--- src/rtl/countdown_pkg.sv ---
// Shared types and constants for the single-digit countdown timer and its
// 7-segment display path.
package countdown_pkg;

  typedef enum logic [1:0] {
    ST_IDLE    = 2'd0,
    ST_RUN     = 2'd1,
    ST_PAUSE   = 2'd2,
    ST_EXPIRED = 2'd3
  } state_e;

  localparam logic [3:0] SEG_MAX = 4'd9;

  // Active-low segment patterns, bit order {g,f,e,d,c,b,a}.
  localparam logic [6:0] SEG_PAT_0     = 7'b1000000;
  localparam logic [6:0] SEG_PAT_1     = 7'b1111001;
  localparam logic [6:0] SEG_PAT_2     = 7'b0100100;
  localparam logic [6:0] SEG_PAT_3     = 7'b0110000;
  localparam logic [6:0] SEG_PAT_4     = 7'b0011001;
  localparam logic [6:0] SEG_PAT_5     = 7'b0010010;
  localparam logic [6:0] SEG_PAT_6     = 7'b0000010;
  localparam logic [6:0] SEG_PAT_7     = 7'b1111000;
  localparam logic [6:0] SEG_PAT_8     = 7'b0000000;
  localparam logic [6:0] SEG_PAT_9     = 7'b0010000;
  localparam logic [6:0] SEG_PAT_BLANK = 7'b1111111;

  function automatic logic [3:0] clamp_digit(input logic [3:0] value);
    return (value > SEG_MAX) ? SEG_MAX : value;
  endfunction

endpackage

--- src/rtl/countdown10s_seg7_decode.sv ---
// Binary digit to active-low 7-segment decoder; anything above 9 shows blank.
module seg7_decode
  import countdown_pkg::*;
(
  input  logic [3:0] bin_i,
  output logic [6:0] seg_n_o
);

  always_comb begin
    seg_n_o = SEG_PAT_BLANK;
    case (bin_i)
      4'd0:    seg_n_o = SEG_PAT_0;
      4'd1:    seg_n_o = SEG_PAT_1;
      4'd2:    seg_n_o = SEG_PAT_2;
      4'd3:    seg_n_o = SEG_PAT_3;
      4'd4:    seg_n_o = SEG_PAT_4;
      4'd5:    seg_n_o = SEG_PAT_5;
      4'd6:    seg_n_o = SEG_PAT_6;
      4'd7:    seg_n_o = SEG_PAT_7;
      4'd8:    seg_n_o = SEG_PAT_8;
      4'd9:    seg_n_o = SEG_PAT_9;
      default: seg_n_o = SEG_PAT_BLANK;
    endcase
  end

endmodule

--- src/rtl/countdown10s.sv ---
// Single-digit countdown timer: preset load, run/pause on ctrl rising edges,
// one decrement per TICK_DIV running clocks, one-cycle done pulse at zero.
module countdown10s
  import countdown_pkg::*;
#(
  parameter int unsigned TICK_DIV = 50_000_000
) (
  input  logic       clk,
  input  logic       rst,
  input  logic       ctrl,
  input  logic       load,
  input  logic [3:0] preset,
  output logic [3:0] seg,
  output logic [6:0] hex,
  output logic       running,
  output logic       done,
  output logic [1:0] dbg_state
);

  localparam int unsigned PW = (TICK_DIV > 1) ? $clog2(TICK_DIV) : 1;
  localparam logic [PW-1:0] PRESC_LAST = PW'(TICK_DIV - 1);

  // Handshake: none; ctrl is a level, load is a single-cycle strobe sampled on
  // every rising edge, outputs are valid continuously.
  state_e          state_q, state_d;
  logic [3:0]      seg_q, seg_d;
  logic [PW-1:0]   presc_q, presc_d;
  logic            running_q;
  logic            done_q, done_d;
  logic            ctrl_q;
  logic            start_ev;
  logic            tick;

  assign start_ev = ctrl & ~ctrl_q;
  assign tick     = (state_q == ST_RUN) && (presc_q == PRESC_LAST);

  always_comb begin
    state_d = state_q;
    seg_d   = seg_q;
    presc_d = presc_q;
    done_d  = 1'b0;
    if (state_q == ST_RUN) begin
      // The prescaler advances on every RUN cycle, including the pause edge,
      // so a resumed step finishes exactly where it left off.
      presc_d = tick ? '0 : presc_q + 1'b1;
      if (tick && (seg_q != 4'd0)) begin
        seg_d = seg_q - 4'd1;
        if (seg_q == 4'd1) begin
          state_d = ST_EXPIRED;
          done_d  = 1'b1;
        end else if (start_ev) begin
          state_d = ST_PAUSE;
        end
      end else if (start_ev) begin
        state_d = ST_PAUSE;
      end
    end else if (load) begin
      seg_d   = clamp_digit(preset);
      presc_d = '0;
      state_d = ST_IDLE;
    end else if (start_ev) begin
      case (state_q)
        ST_IDLE: begin
          if (seg_q != 4'd0) begin
            state_d = ST_RUN;
            presc_d = '0;
          end
        end
        ST_PAUSE: state_d = ST_RUN;
        default:  state_d = state_q;
      endcase
    end
  end

  always_ff @(posedge clk or posedge rst) begin
    if (rst) begin
      state_q   <= ST_IDLE;
      seg_q     <= 4'd0;
      presc_q   <= '0;
      running_q <= 1'b0;
      done_q    <= 1'b0;
      ctrl_q    <= 1'b0;
    end else begin
      state_q   <= state_d;
      seg_q     <= seg_d;
      presc_q   <= presc_d;
      running_q <= (state_d == ST_RUN);
      done_q    <= done_d;
      ctrl_q    <= ctrl;
    end
  end

  seg7_decode u_decode (
    .bin_i   (seg_q),
    .seg_n_o (hex)
  );

  assign seg       = seg_q;
  assign running   = running_q;
  assign done      = done_q;
  assign dbg_state = state_q;

endmodule

--- config.mk ---
export PLATFORM = sky130hd
export DESIGN_NAME = countdown10s
export DESIGN_NICKNAME = d
export VERILOG_FILES = /design/src/rtl/countdown_pkg.sv /design/src/rtl/countdown10s_seg7_decode.sv /design/src/rtl/countdown10s.sv
export SDC_FILE = /design/constraint.sdc
export NUM_CORES = 1
export LEC_CHECK = 0
export CAP_MARGIN = 15
export CORE_MARGIN = 10
export CORE_UTILIZATION = 56
export DETAILED_ROUTE_END_ITERATION = 12
export PLACE_DENSITY = 0.79
export SETUP_SLACK_MARGIN = 0.4
export SYNTH_ARGS = -nofsm -noshare
export SYNTH_HDL_FRONTEND = slang
export SYNTH_SLANG_ARGS = --single-unit
--- constraint.sdc ---
create_clock -name clk -period 2.2 [get_ports clk]
set_input_delay 0.44 -clock clk [delete_from_list [all_inputs] [get_ports clk]]
set_output_delay 0.44 -clock clk [all_outputs]
set_load 0.1 [all_outputs]
==> Yosys cells after proc, flatten, opt, wreduce, memory -nomap -nowiden <==
Memory sizes are Yosys's and may differ from the RTL's.
Cells that the tools add are included.
{ "classes": {"add_sub_neg": 2, "mul": 0, "n_div": 0, "n_lt_le_gt_ge": 1, "eq_ne": 6, "n_shift": 0, "muxes": 21, "bitwise": 2, "reduce_logical": 10} }
{ "op_table": {"columns": ["op", "n"], "rows": [
  ["$mux 26", 6],
  ["$add 26x1->26 const B", 1],
  ["$eq 26x26->1 const B", 1],
  ["$mux 4", 4],
  ["$mux 2", 7],
  ["$reduce_bool 3->1", 3],
  ["$eq 2x1->1 const B", 2],
  ["$eq 4x1->1 const B", 1],
  ["$gt 4x4->1 const B", 1],
  ["$pmux 2 s2", 1],
  ["$reduce_bool 4->1", 1],
  ["$sub 4x1->4 const B", 1],
  ["$mux 1", 3],
  ["$reduce_and 3->1", 1],
  ["$eq 2x2->1 const B", 1],
  ["$logic_and 1x1->1", 2],
  ["$logic_not 2->1", 1],
  ["$ne 2x1->1 const B", 1],
  ["$reduce_and 2->1", 1],
  ["$reduce_bool 2->1", 1],
  ["$and 1x1->1", 1],
  ["$not 1->1", 1]
]} }
{ "word_totals": {"register_bits": 35, "latchBits": 0, "ram_bits": 0, "rom_bits": 112, "inputBits": 8, "out_inout_bits": 15, "mem_count": 1} }
{ "memory_table": {"columns": ["name", "words", "width", "read_ports", "rd_ports_with_merged_regs", "write_ports", "line_no", "text"], "rows": [
  ["(name not given)", 16, 7, 1, 0, 0, "countdown10s_seg7_decode.sv:11", "case (bin_i)"]
]} }

==> Depth between registers and ports, before layout <==
{ "logic_depth": {"ltp_word": 7, "mapped_depth": 8, "mapped_depth_nobuf": 7} }

==> Hierarchy <==
From an unflattened synthesis, not the netlist that was laid out.
{ "unflattened": {"hier_cells": 262, "area_unflattened_um2": 2297.2} }
{ "by_module_without_submodules": {"columns": ["mod", "n_inst", "cells_per_inst", "area_per_inst_um2", "seq_area_each_um2"], "rows": [
  ["countdown10s", 1, 231, 2097.0, 875.8],
  ["seg7_decode", 1, 31, 200.2, 0.0]
]} }

==> Least setup slack after synthesis <==
Ideal clock, no wire load.
{ "synth_path": {"path_kind": "reg-to-output", "start": "register seg_q[0], in the netlist seg[0]", "end": "output hex[4]", "arrival_time_ps": 3204, "required_time_ps": 1760, "setup_slack_ps": -1444, "stages_incl_launch_ff": 5, "path_buffers": 0, "path_cell_list": "dfrtp_1 > inv_1 > ha_1 > ha_1 > mux2i_1"} }
{ "synth_via": {"elab_chain_cells": 1} }
{ "synth_lines": {"columns": ["element", "line_no", "text"], "rows": [
  ["from (decl)", "countdown10s.sv:26", "logic [3:0] seg_q, seg_d;"],
  ["from (signal assigned)", "countdown10s.sv:85", "seg_q <= seg_d;"],
  ["$mem_v2 16x7", null, null],
  ["to (decl)", "countdown10s.sv:14", "output logic [6:0] hex,"]
]} }
Every way passes these cells.

==> Worst setup path in the final report <==
{ "layout_path": {"start": "register seg_q[0], in the netlist seg[0]", "end": "output hex[0]"} }
Same word-level chain as after synthesis.

==> Flow_metrics.wiki <==
{| class="wikitable"
! Metric !! Value
|-
| Status || finished with violations
|-
| Failing checks || setup timing
|-
| Post-layout util || 89.9%
|-
| RSZ-0062 raised after global routing || yes
|-
| Critical path launch point || seg[0]
|-
| Vias after detailed routing || 2,326
|-
| Remaining global-route overflow || 0
|-
| Top routing layer in use || met4
|-
| Root Buffer || sky130_fd_sc_hd__clkbuf_8
|-
| CTS tree || done
|-
| Type of destination of the critical path || output pin
|-
| Initial core utilization || 58.1%
|-
| Leading cell type in the layout, fill and taps excluded || sky130_fd_sc_hd__buf_4
|-
| Mux contribution to synthesized area || 1.93%
|-
| Full die area || 6700 um2
|-
| Main synth FF type || sky130_fd_sc_hd__dfrtp_1
|-
| Cell count after synthesis || 237
|-
| Vias in the first global route || 2,043
|-
| Post-detail-place hpwl || 3790 um
|-
| Worst endpoint required time || 1.76 ns
|-
| Worst slack, placed || 0.0244 ns
|-
| Beginning of the worst register-to-register path || seg[0]
|-
| Placeable Area || 3690 um2
|-
| Final Hold Violating Endpoints || 0
|-
| Data arrival time at the worst-slack endpoint || 1.76 ns
|-
| Xor/xnor cell area share of the yosys netlist || 5.72%
|-
| Routed Antenna Nets || 0
|-
| Placed instance count || 307
|-
| Cells taking the most area after synthesis || sky130_fd_sc_hd__dfrtp_1 (41%), sky130_fd_sc_hd__nor2_1 (4.9%), sky130_fd_sc_hd__xor2_1 (4.9%)
|-
| Number of buffer cells added on primary ports || 22
|-
| Slack of the worst reg-to-reg path || 0.04 ns
|-
| Worst-Margin Slew || 0.544 ns
|-
| Global placement routability congestion || 0.856
|-
| Max-cap violations || 0
|-
| Type of the worst setup path || reg -> out
|-
| Vertical die dimension || 81.8 um
|-
| Type of the most critical hold path || in -> async
|-
| Standard-cell rows || 22
|-
| Total Wirelength || 8100 um
|-
| Hold-fix buffer count after cts || 0
|-
| Final Max Tran Viols || 0
|-
| Share of the synthesized area in compound gates (AO/OA/AOI/OAI) || 14.0%
|-
| Met3 wirelength from detailed routing || 677 um
|-
| Endpoints failing setup || 1
|-
| Worst-case clock skew || 0.0120 ns
|-
| Routed length on met1 || 2920 um
|-
| Layout overhead on the synthesized area || 54.7%
|-
| Clock-pin slew on the worst setup and hold paths || 0.08 ns
|-
| End of the worst register-to-register path || presc_q[9]
|-
| Synth cell types || 46
|-
| Number of sinks on the clock net || 35
|-
| Non-filler cells, final || 342
|-
| Share of flip-flops with an asynchronous set or reset || 100%
|-
| Number of clock buffers inserted by TritonCTS || 5
|-
| Pin count of the biggest net entering global routing || 23
|-
| Basic-gate share of the synthesized area counting and, or, nand and nor cells || 29.5%
|-
| Min setup slack post-route || -0.00211 ns
|-
| #FFs+latches synth || 35
|-
| Power density relative to cell area || 1690 nW/um2
|-
| Count of routing violations after the opening detailed-route iteration || 185
|-
| Crit-path max FO || 4
|-
| Commonest cells after routing, fill and taps aside || sky130_fd_sc_hd__buf_4 (34), sky130_fd_sc_hd__dfrtp_1 (27), sky130_fd_sc_hd__nor2_1 (21)
|-
| Drt first pass iters || 5
|-
| Area occupied by multi-input gates || 1570 um2
|-
| Initial antenna violation count || 0
|-
| Met2 WL || 4010 um
|-
| Buffers from clock root to sink, at most || 2
|-
| Top cell type's share of synthesized area || 40.9%
|-
| Final Net Count || 307
|-
| Via/cell ratio || 6.80
|-
| FF-to-FF path depth || 10
|-
| Post-Synthesis Net Count || 251
|-
| Leakage power total || 1.39 nW
|-
| Slew headroom || 63.4%
|-
| Count of inserted antenna diode cells || 0
|-
| Total of fill cells in the finished design || 155
|-
| Most area-hungry cell type in the Yosys netlist || sky130_fd_sc_hd__dfrtp_1
|-
| Post-synthesis area per instance || 9.04 um2
|-
| Seq. cell area || 901 um2
|-
| Final Cycle Share || 100%
|-
| Crit path launch type || flop
|-
| Deepest level of the CTS H-tree || 2
|-
| Average detailed-routed wire length per instance || 23.7 um
|-
| Wire length of the first global-routing pass || 10,300 um
|-
| Layout cells sized above 1 || 43.5%
|-
| Total global-route track usage || 19.7%
|-
| Max Fclk || 454 MHz
|-
| Synth Area in Adders || 3.50%
|-
| Max VDD drop || 1020 uV
|-
| Horizontal die dimension || 81.8 um
|-
| Share of synthesized area occupied by flip-flops and latches || 40.9%
|-
| Final total negative setup slack || -0.00211 ns
|-
| DRC violation count after routing || 0
|-
| Worst skew pair latency || 0.31 ns
|-
| Number of synthesized flops with an enable pin || 0
|-
| Largest family of logic cells by synthesized area || simple AND/OR/NAND/NOR gates
|-
| Summed instance area of the synthesized netlist || 2140 um2
|-
| Count of pins on the block boundary || 23
|-
| Synthesis Warnings || 0
|-
| Minimum clock period after layout || 2.20 ns
|}
[synthesized netlist by cell type, drive strengths merged, types with 2 or more instances]
| library cell | count |
|---|---|
| a21oi | 16 |
| a31oi | 11 |
| and3 | 6 |
| and4 | 3 |
| buf | 5 |
| clkbuf | 4 |
| dfrtp | 35 |
| ha | 6 |
| inv | 11 |
| mux2i | 3 |
| nand2 | 21 |
| nand2b | 7 |
| nand3 | 11 |
| nand4 | 12 |
| nor2 | 28 |
| nor2b | 2 |
| nor3 | 7 |
| nor4 | 4 |
| nor4b | 2 |
| o21ai | 10 |
| o31a | 2 |
| xnor2 | 2 |
| xor2 | 12 |
[routing by layer]
layer  global-route usage (%)  up-vias
met3                     5.24       54
li1                         -      972
met2                     33.5      181
met1                     23.2     1119
met5                        0        -
met4                     7.31        0
[logic make-up after synthesis]
logic type | after synthesis
DFF | 35
and+or+nand+nor | 110
adders and majority gates | 6
muxes | 4
AOI/OAI and AO/OA | 48
buffers and inverters | 20
xor gates and xnor gates | 14
[area by class of cell]
class,count,share of cell area (%)
Clock buffer,5,2.08
Clock inverter,3,1.32
Inverter,11,1.77
Multi-Input combinational cell,182,47.3
Sequential cell,35,27.2
Tap cell,48,1.81
Timing Repair Buffer,58,18.5
[worst max-delay path, cell delays in order, from the launching register on]
cell,delay [ns]
sky130_fd_sc_hd__dfrtp_4,0.53
sky130_fd_sc_hd__buf_12,0.15
sky130_fd_sc_hd__inv_8,0.06
sky130_fd_sc_hd__ha_4,0.15
sky130_fd_sc_hd__nand2b_4,0.14
sky130_fd_sc_hd__a21oi_4,0.07
sky130_fd_sc_hd__nor2_4,0.16
sky130_fd_sc_hd__buf_12,0.19
[stage by stage]
stage	total power, mW	area [um2]	hold WS [ns]
floorplan	3.29	2380	0.471
global placement	4.01	2690	0.510
detailed placement	4.05	2690	0.535
CTS	5.04	3040	0.434
global route	5.75	3310	0.495
finish	5.60	3310	0.428
[where the power goes]
part / switching (mW) / total, mW / internal, mW
sequential: 0.311 / 1.10 / 0.790
clock: 0.262 / 0.600 / 0.337
combinational: 2.41 / 3.90 / 1.49
total: 2.98 / 5.60 / 2.62
[registers in the layout, summed over array words and instances, names as in the netlist]
signal and cells:
done 1, dbg_state 2, ctrl_q 1, running 1
presc_q 26, seg 4
[repair_timing]
item                                    CTS  global route
endpoints found under the setup margin   32            41
buffers inserted                         14            11
gates resized for setup                  22            39
cloned                                    1             1
pin swaps                                13            10
[worst max-delay path by stage]
stage               depth (start not counted)  slack, ns     endpoint
floorplan                                   4       0.09       hex[4]
global placement                            7       0.09  presc_q[23]
detailed placement                          7       0.02  presc_q[24]
CTS                                         7       0.08       hex[0]
global route                               10      -0.03   presc_q[9]
finish                                      7     -0.002       hex[0]
Note: power is estimated with default switching activity, not from simulation.
